$ cat src/rtl/lsu_mem_interface.sv
// rtl/lsu_mem_interface.sv - load/store unit bridging execute stage and L1 data-cache req/gnt/rvalid port
// Optional MISALIGN_TRAP_EN: misaligned accesses skip the bus and pulse misalign_o instead.
module lsu_mem_interface #(
  parameter int ADDR_W  = 32,
  parameter int TIMEOUT = 64
) (
  input  logic              clk,
  input  logic              reset,
  input  logic              ex_rd_en,
  input  logic              ex_wr_en,
  input  logic [2:0]        ex_mask,
  input  logic [ADDR_W-1:0] ex_addr,
  input  logic [31:0]       ex_wdata,
  output logic              stall_o,
  output logic              ld_valid_o,
  output logic [31:0]       ld_data_o,
  output logic              bus_err_o,
  output logic              misalign_o,
  output logic              mem_req_o,
  output logic              mem_we_o,
  output logic [ADDR_W-1:0] mem_addr_o,
  output logic [3:0]        mem_be_o,
  output logic [31:0]       mem_wdata_o,
  input  logic              mem_gnt_i,
  input  logic              mem_rvalid_i,
  input  logic [31:0]       mem_rdata_i
);

  typedef enum logic [1:0] {IDLE, REQ, WAIT, DONE} state_t;

  // One spare count so the counter can saturate past TIMEOUT-1 while in WAIT.
  localparam int CNT_W = $clog2(TIMEOUT + 2);

  state_t           state, state_nxt;
  logic [CNT_W-1:0] cnt;
  logic [2:0]       mask_q;
  logic [1:0]       off_q;
  logic             err_q;
  logic             mis_q;
  logic             op;
  logic             trap;
  logic             timeout_hit;
  logic [3:0]       be_c;
  logic [31:0]      wdata_c;
  logic [31:0]      fmt_c;
  logic [7:0]       lane_b;
  logic [15:0]      lane_h;

  assign op = ex_rd_en | ex_wr_en;

`ifdef MISALIGN_TRAP_EN
  assign trap = ((ex_mask[1:0] == 2'b01) && ex_addr[0]) ||
                (ex_mask[1] && (ex_addr[1:0] != 2'b00));
`else
  assign trap = 1'b0;
`endif

  assign timeout_hit = (TIMEOUT != 0) && (cnt >= CNT_W'(TIMEOUT - 1));

  always_comb begin
    be_c    = 4'b1111;
    wdata_c = ex_wdata;
    case (ex_mask[1:0])
      2'b00: begin
        be_c    = 4'b0001 << ex_addr[1:0];
        wdata_c = {4{ex_wdata[7:0]}};
      end
      2'b01: begin
        be_c    = ex_addr[1] ? 4'b1100 : 4'b0011;
        wdata_c = {2{ex_wdata[15:0]}};
      end
      default: begin
        be_c    = 4'b1111;
        wdata_c = ex_wdata;
      end
    endcase
  end

  always_comb begin
    lane_b = mem_rdata_i[7:0];
    case (off_q)
      2'd0: lane_b = mem_rdata_i[7:0];
      2'd1: lane_b = mem_rdata_i[15:8];
      2'd2: lane_b = mem_rdata_i[23:16];
      2'd3: lane_b = mem_rdata_i[31:24];
      default: lane_b = mem_rdata_i[7:0];
    endcase
    lane_h = off_q[1] ? mem_rdata_i[31:16] : mem_rdata_i[15:0];
    case (mask_q[1:0])
      2'b00:   fmt_c = {{24{~mask_q[2] & lane_b[7]}}, lane_b};
      2'b01:   fmt_c = {{16{~mask_q[2] & lane_h[15]}}, lane_h};
      default: fmt_c = mem_rdata_i;
    endcase
  end

  always_comb begin
    state_nxt = state;
    stall_o   = 1'b0;
    case (state)
      IDLE: begin
        stall_o = op;
        if (op) state_nxt = trap ? DONE : REQ;
      end
      REQ: begin
        stall_o = 1'b1;
        if (mem_gnt_i)        state_nxt = mem_we_o ? DONE : WAIT;
        else if (timeout_hit) state_nxt = DONE;
      end
      WAIT: begin
        stall_o = 1'b1;
        if (mem_rvalid_i || timeout_hit) state_nxt = DONE;
      end
      DONE: state_nxt = IDLE;
      default: state_nxt = IDLE;
    endcase
  end

  always_ff @(posedge clk) begin
    if (reset) begin
      state       <= IDLE;
      cnt         <= '0;
      mask_q      <= '0;
      off_q       <= '0;
      err_q       <= 1'b0;
      mis_q       <= 1'b0;
      ld_data_o   <= '0;
      mem_we_o    <= 1'b0;
      mem_addr_o  <= '0;
      mem_be_o    <= '0;
      mem_wdata_o <= '0;
    end else begin
      state <= state_nxt;
      case (state)
        IDLE: begin
          if (op) begin
            cnt         <= '0;
            mask_q      <= ex_mask;
            off_q       <= ex_addr[1:0];
            err_q       <= 1'b0;
            mis_q       <= trap;
            mem_we_o    <= ex_wr_en;
            mem_addr_o  <= {ex_addr[ADDR_W-1:2], 2'b00};
            mem_be_o    <= be_c;
            mem_wdata_o <= wdata_c;
          end
        end
        REQ: begin
          if (!(&cnt)) cnt <= cnt + 1'b1;
          if (!mem_gnt_i && timeout_hit) begin
            err_q     <= 1'b1;
            ld_data_o <= '0;
          end
        end
        WAIT: begin
          if (!(&cnt)) cnt <= cnt + 1'b1;
          if (mem_rvalid_i) begin
            ld_data_o <= fmt_c;
          end else if (timeout_hit) begin
            err_q     <= 1'b1;
            ld_data_o <= '0;
          end
        end
        default: ;
      endcase
    end
  end

  assign mem_req_o  = (state == REQ);
  assign ld_valid_o = (state == DONE) && !mem_we_o && !err_q && !mis_q;
  assign bus_err_o  = (state == DONE) && err_q;
`ifdef MISALIGN_TRAP_EN
  assign misalign_o = (state == DONE) && mis_q;
`else
  assign misalign_o = 1'b0;
`endif

endmodule

$ cat config.mk
export PLATFORM = sky130hd
export DESIGN_NAME = lsu_mem_interface
export DESIGN_NICKNAME = d
export VERILOG_FILES = /design/src/rtl/lsu_mem_interface.sv
export SDC_FILE = /design/constraint.sdc
export NUM_CORES = 1
export LEC_CHECK = 0
export ABC_AREA = 0
export CAP_MARGIN = 20
export CORE_MARGIN = 3
export CORE_UTILIZATION = 39
export DETAILED_ROUTE_END_ITERATION = 8
export HOLD_SLACK_MARGIN = 0.08
export PLACE_DENSITY = 0.84
export SLEW_MARGIN = 20
export SYNTH_ARGS = -nofsm -noshare
export SYNTH_HDL_FRONTEND = slang
export SYNTH_SLANG_ARGS = --single-unit
export TNS_END_PERCENT = 20
$ cat constraint.sdc
create_clock -name clk -period 1.9 [get_ports clk]
set_input_delay 0.285 -clock clk [delete_from_list [all_inputs] [get_ports clk]]
set_output_delay 0.285 -clock clk [all_outputs]
set_load 0.1 [all_outputs]
==> flow_summary.ini <==
[detailed_routing]
dr.pass1.iters = 5
first_iter_violations = 264
drc = 0
routed_wl_um = 16400
wl_per_cell_um = 16.5
final_antenna_net_count = 0
vias_per_cell = 5.34
vias = 5300

[pwr]
worst_ir_drop_vdd_mv = 1.66
clkPwrFrac = 0.244
power_switching_share = 0.482
power.internal_mw = 7.40
leakagePower_nw = 3.29
pwr_density_cell_mw_per_mm2 = 1790
seqPwrFrac = 0.228
pwr-share-comb = 0.529
p_sw_mw = 6.87

[clocking]
cts_tree = yes
root_buffer = clkbuf_16
cts_buffer_depth = 2
clk_pin_slew_ns = 0.05
clkLatencyLatePin_ns = 0.41
htreeDepth = 4
ctsHoldBuffers = 0
cts_made_buffers = 17
cts_sinks = 114

[min_path]
whs_path_depth = 4
hp-class = in2reg

[critical_path]
worstPathRequired_ns = 1.62
critPathLaunchType = flip-flop
end_kind = output pin
crit_type = reg2out
crit_arrival_ns = 1.59
path_max_fanout = 4
regToRegSetupSlack_ns = 0.08
reg2reg_depth = 7

[floorplan]
rows = 40
die_area_mm2 = 0.0143
placeableCoreArea_mm2 = 0.0123
die_x_um = 120
io_pins = 211
die_y_um = 120
initial_utilization = 0.409

[global_routing]
grt_usage = 0.224
antenna_found_initial = 0
grt_max_degree = 64
grt_pass1_vias = 5264
grt-ovfl-total = 0
grt_pass1_wl_um = 26000

[timing]
tightest_slew_ns = 0.659
fin_skew_ns = 0.00832
whs_ns = 0.337
relSlewSlack = 0.561
finalCritPeriodShare = 0.988
fin_crit_ns = 1.88
rsz0062_at_grt = true
report.final.hold_viol_count = 0
setup_ws_ns = 0.0226
fmax_ghz = 0.533
finalSetupViolations = 0
final_max_slew_viol_count = 0

[finish]
n_fill_cell = 980
diodes = 0
synthToLayoutAreaGrowth_pct = 58.2
drive_above_1_share = 0.233
fin_cells = 993
nets = 924

[synthesis]
synth_top_area_cell = dfxtp_1
async_reset_ff_frac = 0
yosys.cell_types.count = 55
synth_area_per_cell_um2 = 8.50
synth_flop_cell = dfxtp_1
synth_seq_area_share = 0.453
yosys-top-cells-count = 134 x nand2_1, 114 x dfxtp_1, 61 x a21oi_1
ys_seq_elements = 114
netlist_area_mm2 = 0.00504
synth.most_common_cell = nand2_1
synth_top_cell_area_share = 0.453
netlist_instances = 593
yosysWarningCount = 0
synth_edf_count = 0
ys_top_cells_by_area = dfxtp_1 45%, nand2_1 10%, a21oi_1 6.1%

[place]
dp_slack_ns = -0.124
post-place-cells = 960
gp_congestion = 0.916
dp_hpwl_um = 12200
portBuffers = 207

[run]
max_cap_violations = 0

[outcome]
outcome = completed
critical path, cell delays in order (launching register included):
cell and delay [ns]:
dfxtp_2 0.33, inv_2 0.06, ha_4 0.28, inv_2 0.05, buf_6 0.12, a21oi_4 0.16
buf_12 0.19
power groups by stage:
stage                     registers (mW)  clock network [mW]  logic, mW
after global placement              3.25                   0       7.30
after floorplan                     6.32                   0       2.37
after global routing                3.30                3.65       7.91
after detailed placement            3.27                   0       7.44
after CTS                           3.24                3.54       7.53
final                               3.25                3.47       7.54
cells in the final DEF (no fill, tap or decap), types with 2 or more instances in the layout:
cell             Yosys  routed
a211oi_1            10      10
a221oi_1             3       3
mux2_2               2       2
dfxtp_2              0       3
and2_1               2       2
a22o_1               5       5
nor3b_1              3       2
clkbuf_16            0      17
a21oi_2              2       2
buf_12               0      10
conb_1               1       3
nand2b_1            11      10
a21oi_1             61      60
o221ai_1             9       9
a32o_1               4       4
clkbuf_8             0       2
a311oi_1             9       9
dfxtp_1            114     111
or4_1                2       2
nor2b_1             20      20
mux2i_1             26      26
clkdlybuf4s50_1      0     103
clkinvlp_4           0       3
clkbuf_1            27       4
nor2_1              28      28
inv_2                0       3
nor3_1               3       3
bufinv_16            0       5
inv_1                9       6
ha_1                 7       5
o22ai_1              2       2
o2bb2ai_1           26      26
buf_4                4     126
nand4_1              4       4
o21ai_0             28      28
nand2_1            134     134
per-stage QoR:
stage               power [mW]  cell area (µm²)   util  setup TNS, ns
floorplan                 8.69             5080      -         -0.474
global placement          10.6             7300  0.593         -0.319
detailed placement        10.7             7300  0.593         -0.954
CTS                       14.3             7970  0.647              0
global route              14.9             7970  0.648        -0.0279
finish                    14.3             7970  0.648              0
worst paths after layout:
check,endpoint,startpoint
worst max register to register,state[0],state[1]
worst max-delay path,stall_o,state[0]
worst min-delay path,cnt[6],reset
worst min register to register,mem_addr_o[14],mem_addr_o[14]
sequential cells by signal, indices dropped and copies added, names as in the netlist:
register and count:
cnt 7, err_q 1, ld_data_o 32, mask_q 3
mem_addr_o 30, mem_be_o 4, mem_wdata_o 32, mem_we_o 1
off_q 2, state 2
cell families (layout without fill, tap and decap cells):
logic type                 Yosys count  count (layout)  share of synthesized area
adders and majority gates            7               7                     0.0174
and+or+nand+nor                    218             218                      0.196
other                                1               3                   0.000744
AOI/OAI and AO/OA                  172             172                      0.229
muxes                               29              29                     0.0606
DFF                                114             114                      0.453
buffers and inverters               52             282                     0.0437
what timing repair did:
| item | in CTS | in global routing |
|---|---|---|
| buffers inserted | 1 | 0 |
| pin swaps | 2 | 2 |
| endpoints found under the setup margin | 5 | 8 |
| gates resized for setup | 6 | 4 |
area by class of cell:
| cell class | count | area, µm² | share of cell area |
|---|---|---|---|
| flip-flops and latches | 114 | 2290 | 0.287 |
| clock buffers | 23 | 468 | 0.0587 |
| inverters | 9 | 33.8 | 0.00424 |
| repair buffers | 241 | 2190 | 0.275 |
| well taps | 168 | 210 | 0.0264 |
| multi-input cells | 429 | 2600 | 0.327 |
| clock inverters | 9 | 178 | 0.0223 |
layer usage:
layer	GRT usage	up-vias	wire (µm)
met5	0	-	0
met2	0.383	241	8080
met3	0.0853	35	1590
met4	0.0916	0	416
met1	0.251	2492	6330
li1	-	2532	-
Power figures use the tool's default switching activity.
